`config.mk`:
```
export PLATFORM = sky130hd
export DESIGN_NAME = fsm_unlock_ctrl
export DESIGN_NICKNAME = d
export VERILOG_FILES = /design/src/rtl/fsm_unlock_ctrl.sv
export SDC_FILE = /design/constraint.sdc
export NUM_CORES = 1
export LEC_CHECK = 0
export ABC_AREA = 0
export CORE_MARGIN = 2
export CORE_UTILIZATION = 40
export CTS_BUF_LIST = sky130_fd_sc_hd__clkbuf_8 sky130_fd_sc_hd__clkbuf_16
export CTS_CLUSTER_DIAMETER = 200
export DETAILED_ROUTE_END_ITERATION = 16
export DONT_BUFFER_PORTS = 1
export PLACE_DENSITY = 0.6
export SYNTH_ARGS = -nofsm -noshare
export SYNTH_HDL_FRONTEND = slang
export SYNTH_SLANG_ARGS = --single-unit
```
`constraint.sdc`:
```
create_clock -name clk -period 1.6 [get_ports clk]
set_input_delay 0.4 -clock clk [delete_from_list [all_inputs] [get_ports clk]]
set_output_delay 0.4 -clock clk [all_outputs]
set_load 0.03 [all_outputs]
```
`src/rtl/fsm_unlock_ctrl.sv`:
```
// Key-locked FSM sequencer: serial key load, LFSR/MISR self-check challenge,
// then user pass-through on a signature match or lockout after repeated failures.
module fsm_unlock_ctrl #(
  parameter int          KEY_W      = 8,
  parameter int          CHK_CYCLES = 64,
  parameter logic [4:0]  LFSR_SEED  = 5'h15,
  parameter logic [24:0] EXP_SIG    = 25'h0,
  parameter int          MAX_TRIES  = 3
) (
  input  logic             clk,
  input  logic             rst,
  input  logic             key_start,
  input  logic             key_bit,
  input  logic             key_valid,
  input  logic [4:0]       user_x,
  input  logic [24:0]      fsm_y,
  output logic             fsm_rst,
  output logic [4:0]       fsm_x,
  output logic [KEY_W-1:0] fsm_key,
  output logic [24:0]      y_out,
  output logic             unlocked,
  output logic             lockout,
  output logic             busy,
  output logic [1:0]       fail_cnt
);

  typedef enum logic [2:0] {
    S_IDLE, S_LOAD, S_RST, S_CHECK, S_CMP, S_FAIL, S_UNLOCKED, S_LOCKOUT
  } state_t;

  localparam int BIT_W = (KEY_W > 1) ? $clog2(KEY_W) : 1;
  localparam int CYC_W = $clog2(CHK_CYCLES);
  localparam logic [BIT_W-1:0] BIT_LAST = BIT_W'(KEY_W - 1);
  localparam logic [CYC_W-1:0] CYC_LAST = CYC_W'(CHK_CYCLES - 1);
  localparam logic [CYC_W-1:0] CYC_ONE  = CYC_W'(1);
  localparam logic [1:0]       TRIES    = 2'(MAX_TRIES);

  state_t           r_state;
  state_t           w_next;
  logic [KEY_W-1:0] r_key;
  logic [BIT_W-1:0] r_bit_cnt;
  logic [CYC_W-1:0] r_cyc_cnt;
  logic [4:0]       r_lfsr;
  logic [24:0]      r_misr;
  logic [1:0]       r_fail_cnt;
  logic             r_fsm_rst;
  logic [4:0]       r_fsm_x;
  logic             r_unlocked;
  logic             r_lockout;
  logic             r_busy;

  logic             w_start;
  logic             w_sig_ok;
  logic             w_last_try;
  logic [4:0]       w_lfsr_next;
  logic [24:0]      w_misr_next;

  // key_start is honoured only where a new load makes sense; aborting a
  // running challenge this way would let a wrong key dodge the fail count.
  assign w_start     = key_start && (r_state inside {S_IDLE, S_LOAD, S_FAIL, S_UNLOCKED});
  assign w_lfsr_next = {r_lfsr[3:0], r_lfsr[4] ^ r_lfsr[2]};
  assign w_misr_next = {r_misr[23:0], r_misr[24] ^ r_misr[21]} ^ fsm_y;
  assign w_sig_ok    = (r_misr == EXP_SIG);
  assign w_last_try  = ((r_fail_cnt + 2'd1) == TRIES);

  always_comb begin
    // NOTE: default assignment first so no path leaves w_next unassigned (no latch).
    w_next = r_state;
    case (r_state)
      S_IDLE, S_FAIL, S_UNLOCKED: if (w_start) w_next = S_LOAD;
      S_LOAD: begin
        if (w_start)                                 w_next = S_LOAD;
        else if (key_valid && r_bit_cnt == BIT_LAST) w_next = S_RST;
      end
      S_RST:     if (r_cyc_cnt == CYC_ONE)  w_next = S_CHECK;
      S_CHECK:   if (r_cyc_cnt == CYC_LAST) w_next = S_CMP;
      S_CMP:     w_next = w_sig_ok ? S_UNLOCKED : (w_last_try ? S_LOCKOUT : S_FAIL);
      S_LOCKOUT: w_next = S_LOCKOUT;
      default:   w_next = S_IDLE;
    endcase
  end

  // Outputs are decoded from the next state so they are registered and
  // change in the same edge as the state itself.
  always_ff @(posedge clk or negedge rst) begin
    if (!rst) begin
      // NOTE: all state uses non-blocking assignments so every register samples pre-edge values.
      r_state    <= S_IDLE;
      r_key      <= '0;
      r_bit_cnt  <= '0;
      r_cyc_cnt  <= '0;
      r_lfsr     <= LFSR_SEED;
      r_misr     <= '0;
      r_fail_cnt <= '0;
      r_fsm_rst  <= 1'b1;
      r_fsm_x    <= '0;
      r_unlocked <= 1'b0;
      r_lockout  <= 1'b0;
      r_busy     <= 1'b0;
    end else begin
      r_state    <= w_next;
      r_fsm_rst  <= !(w_next inside {S_CHECK, S_UNLOCKED});
      r_busy     <= (w_next inside {S_LOAD, S_RST, S_CHECK, S_CMP});
      r_unlocked <= (w_next == S_UNLOCKED);
      r_lockout  <= (w_next == S_LOCKOUT);

      if (w_next == S_CHECK)
        r_fsm_x <= (r_state == S_CHECK) ? w_lfsr_next : LFSR_SEED;
      else if (w_next == S_UNLOCKED)
        r_fsm_x <= user_x;
      else
        r_fsm_x <= '0;

      if (w_start) begin
        r_key     <= '0;
        r_bit_cnt <= '0;
        // Retries from FAIL keep counting; only a fresh session clears it.
        if (r_state inside {S_IDLE, S_UNLOCKED}) r_fail_cnt <= '0;
      end else begin
        case (r_state)
          S_LOAD: if (key_valid) begin
            r_key     <= {r_key[KEY_W-2:0], key_bit};
            r_bit_cnt <= (r_bit_cnt == BIT_LAST) ? '0 : r_bit_cnt + BIT_W'(1);
          end
          S_RST: begin
            r_lfsr    <= LFSR_SEED;
            r_misr    <= '0;
            r_cyc_cnt <= (r_cyc_cnt == CYC_ONE) ? '0 : r_cyc_cnt + CYC_W'(1);
          end
          S_CHECK: begin
            r_lfsr    <= w_lfsr_next;
            r_misr    <= w_misr_next;
            r_cyc_cnt <= (r_cyc_cnt == CYC_LAST) ? '0 : r_cyc_cnt + CYC_W'(1);
          end
          S_CMP: if (!w_sig_ok) begin
            r_fail_cnt <= r_fail_cnt + 2'd1;
            r_key      <= '0;
          end
          default: ;
        endcase
      end
    end
  end

  assign fsm_rst  = r_fsm_rst;
  assign fsm_x    = r_fsm_x;
  assign fsm_key  = r_key;
  assign unlocked = r_unlocked;
  assign lockout  = r_lockout;
  assign busy     = r_busy;
  assign fail_cnt = r_fail_cnt;
  assign y_out    = r_unlocked ? fsm_y : '0;

endmodule

```
==> run summary <==
Leakage = 1.90 nW
global-route wire length before repair = 13000 um
routed wire length = 7790 um
Worst Path Arrival = 1290 ps
final count of pins violating max slew = 0
required time of the critical path = 1200 ps
Antenna Diode Count = 0
clock slew at reported path FFs = 70 ps
tightest slew margin relative to the limit = 72.6%
detailed-router iteration count before antenna repair = 4
Hold Slack = -240 ps
most common cell after layout, fill and taps aside = sky130_fd_sc_hd__nand2_1
area grow syn2layout = 35.0%
switching power = 0.649 mW
Placeable Area = 0.00773 mm^2
maximum number of pins on one net before global-route repair = 62
clock period minus worst slack = 1690 ps
root buffer cell = sky130_fd_sc_hd__clkbuf_8
worst clock skew = 5.55 ps
accumulated negative setup slack = -2210 ps
full die area = 0.00874 mm^2
average via count per standard cell = 5.21
share of power burned in registers = 53.4%
count of flip-flops with a built-in enable after synthesis = 0
Die X-Extent = 93.5 um
status = complete, but fails checks
Die H = 93.5 um
distinct cell type count after synthesis = 51
share of the yosys chip area belonging to registers = 47.8%
crit path to = y_out[10]
initial antenna violation count = 0
CP Capture Type = primary output
final worst-path setup slack = -92.3 ps
source-to-sink clock delay at the later pin of the worst-skew pair = 330 ps
maximum count of clock buffers along a single path = 2
Tightest Hold Check Type = in2async
post-synthesis average cell area = 9.50 um^2
post-synthesis instance area = 0.00320 mm^2
standard cell area after detailed placement = 0.00371 mm^2
element type at the critical path start = register
residual antenna-violating net count after detailed routing = 0
mean routed wirelength per cell = 15.3 um
post-synthesis cell count = 337
design area = 0.00433 mm^2
worst reg2reg startpoint = r_cyc_cnt[1]$_DFFE_PN0P_
Buffers on Ports = 0
unrepaired setup endpoints after global routing = yes
cell row count = 32
Detailed Route Iter0 Violations = 147
Max Clk Rate = 591 MHz
Comb power frac = 1.8%
critical path launch point = unlocked$_DFF_PN0_
synthesized net count = 377
post-layout net count = 442
number of remaining DRC errors = 0
GRT Util Overall = 19.1%
max-capacitance violation count = 0
Sinks on Clock Net = 61
H-tree depth = 3
commonest non-fill, non-tap cells in the layout = sky130_fd_sc_hd__nand2_1, sky130_fd_sc_hd__dfrtp_1, sky130_fd_sc_hd__buf_4
Yosys warning total = 0
vias in the first global route = 2632
Detail Placement HPWL = 5140 um
share of power burned in the clock network = 44.8%
final setup fails = 28
primary flip-flop cell chosen by synthesis mapping = sky130_fd_sc_hd__dfrtp_1
ratio of cells with drive above 1 in the final layout = 35.1%
sw frac = 21.9%
total overflow reported by the global router = 0
path type of the worst setup path = reg2out
placer's final routability congestion estimate = 0.833
starting density of the core = 41.5%
Slew @ Worst Pin = 410 ps
setup slack, reg-to-reg = -60 ps
count of cells along the worst register-to-register path = 5
number of failing hold endpoints at the final stage = 61
register bit count reported by yosys = 61
total number of vias = 2652
TritonCTS clock tree = built
number of buffers created by CTS = 9
Async SR Flop Fraction = 100%
Worst Path Max Fanout = 13
violations in the final reports = hold timing, setup timing
peak supply drop = 0.401 mV
post-route clock period utilization = 106%
Internal Power = 2.31 mW
end of the worst register-to-register path = fsm_rst$_DFF_PN1_
total power divided by cell area = 685 mW/mm^2
number of I/O pins = 79
## worst max-delay path, cell delays in order, from the launching register on
cell and delay [ps]:
sky130_fd_sc_hd__dfrtp_4 500, sky130_fd_sc_hd__buf_8 150, sky130_fd_sc_hd__and2_1 170, sky130_fd_sc_hd__buf_6 130
## layout make-up
class                   count  area, um^2
inverters                  15        56.3
clock buffers              13         179
well taps                 102         128
repair buffers             69         636
multi-input cells         246        1770
flip-flops and latches     61        1540
fillers                   675        3400
clock inverters             3        17.5
## per-layer routing
| metal | share of wire, % | track usage [%] | routed length, um |
|---|---|---|---|
| met2 | 46 | 28.4 | 3590 |
| met5 | 0 | 0 | 0 |
| met4 | 1.6 | 6.37 | 121 |
| met1 | 47 | 27.0 | 3650 |
| met3 | 5.3 | 5.16 | 416 |
## power groups by stage
| stage | clock network (mW) | registers (mW) | logic [mW] |
|---|---|---|---|
| finish | 1.33 | 1.58 | 0.0533 |
| global route | 1.44 | 1.58 | 0.0594 |
| CTS | 1.36 | 1.58 | 0.0511 |
| detailed placement | 0 | 1.61 | 0.0498 |
| global placement | 0 | 1.61 | 0.0487 |
| floorplan | 0 | 1.61 | 0.0480 |
## logic make-up (layout without fill, tap and decap cells)
kind of cell / after synthesis / after routing / share of synthesized area [%]
AND/OR/NAND/NOR: 132 / 132 / 20.9
AO/OA/AOI/OAI: 74 / 76 / 15.5
flip-flops: 61 / 61 / 47.8
buffers and inverters: 32 / 100 / 4.65
XOR/XNOR: 28 / 28 / 7.66
adder cells (fa/ha/maj): 5 / 5 / 1.95
multiplexers: 5 / 5 / 1.56
## how the worst min path moves through the flow
stage | end | slack, ps
2_1_floorplan | busy$_DFF_PN0_ | 100
3_3_place_gp | r_bit_cnt[2]$_DFFE_PN0P_ | 110
3_5_place_dp | r_bit_cnt[0]$_DFFE_PN0P_ | 110
4_1_cts | r_misr[16]$_DFFE_PN0P_ | -260
5_1_grt | fsm_key[1]$_DFFE_PN0P_ | -270
6_report | r_misr[16]$_DFFE_PN0P_ | -240
## synth_stat cells, types with 2 or more instances
cell                       number  area, um^2
sky130_fd_sc_hd__buf_2          4        20.0
sky130_fd_sc_hd__nor2b_1        2        12.5
sky130_fd_sc_hd__nand3_1        6        30.0
sky130_fd_sc_hd__a21boi_1       2        15.0
sky130_fd_sc_hd__o21ai_0       33         165
sky130_fd_sc_hd__nor4_1         7        43.8
sky130_fd_sc_hd__o31ai_1       10        75.1
sky130_fd_sc_hd__nand2b_1       3        18.8
sky130_fd_sc_hd__o22ai_1        2        12.5
sky130_fd_sc_hd__nor2_1         8        30.0
sky130_fd_sc_hd__dfrtp_1       57        1430
sky130_fd_sc_hd__a21oi_1        3        15.0
sky130_fd_sc_hd__xor2_1         2        17.5
sky130_fd_sc_hd__clkbuf_1       9        33.8
sky130_fd_sc_hd__inv_1         15        56.3
sky130_fd_sc_hd__o32ai_1        3        26.3
sky130_fd_sc_hd__xnor2_1       26         228
sky130_fd_sc_hd__a31oi_1        6        37.5
sky130_fd_sc_hd__ha_1           5        62.6
sky130_fd_sc_hd__mux2i_1        5        50.1
sky130_fd_sc_hd__and3_1         4        25.0
sky130_fd_sc_hd__nor3_1         3        15.0
sky130_fd_sc_hd__o21ai_1        2        10.0
sky130_fd_sc_hd__and2_1        25         156
sky130_fd_sc_hd__dfstp_2        4         105
sky130_fd_sc_hd__nand2_1       63         236
sky130_fd_sc_hd__buf_6          3        33.8
sky130_fd_sc_hd__nand4_1        2        12.5
## repair_timing
action,in CTS,in global routing
endpoints found under the setup margin,43,59
cloned,2,0
buffers inserted,3,4
hold endpoints to repair,61,61
resized for setup,47,36
pin swaps,8,13
## flip-flops by register name (all words and copies together), names as in the netlist, 2 cells and up
name,cells
fsm_key,8
r_state,3
fail_cnt,2
r_lfsr,5
fsm_x,5
r_cyc_cnt,6
r_bit_cnt,3
r_misr,25
## stage by stage
stage          cells  util, %  total power [mW]  worst slack [ps]
5_1_grt          509     56.0              3.08              -147
3_5_place_dp     484     48.0              1.66             -88.4
2_1_floorplan    337        -              1.66              24.4
4_1_cts          505     53.6              3.00              -113
6_report         509     56.0              2.96             -92.3
3_3_place_gp     484     48.0              1.66             -63.5
(Power assumes the default switching activity.)
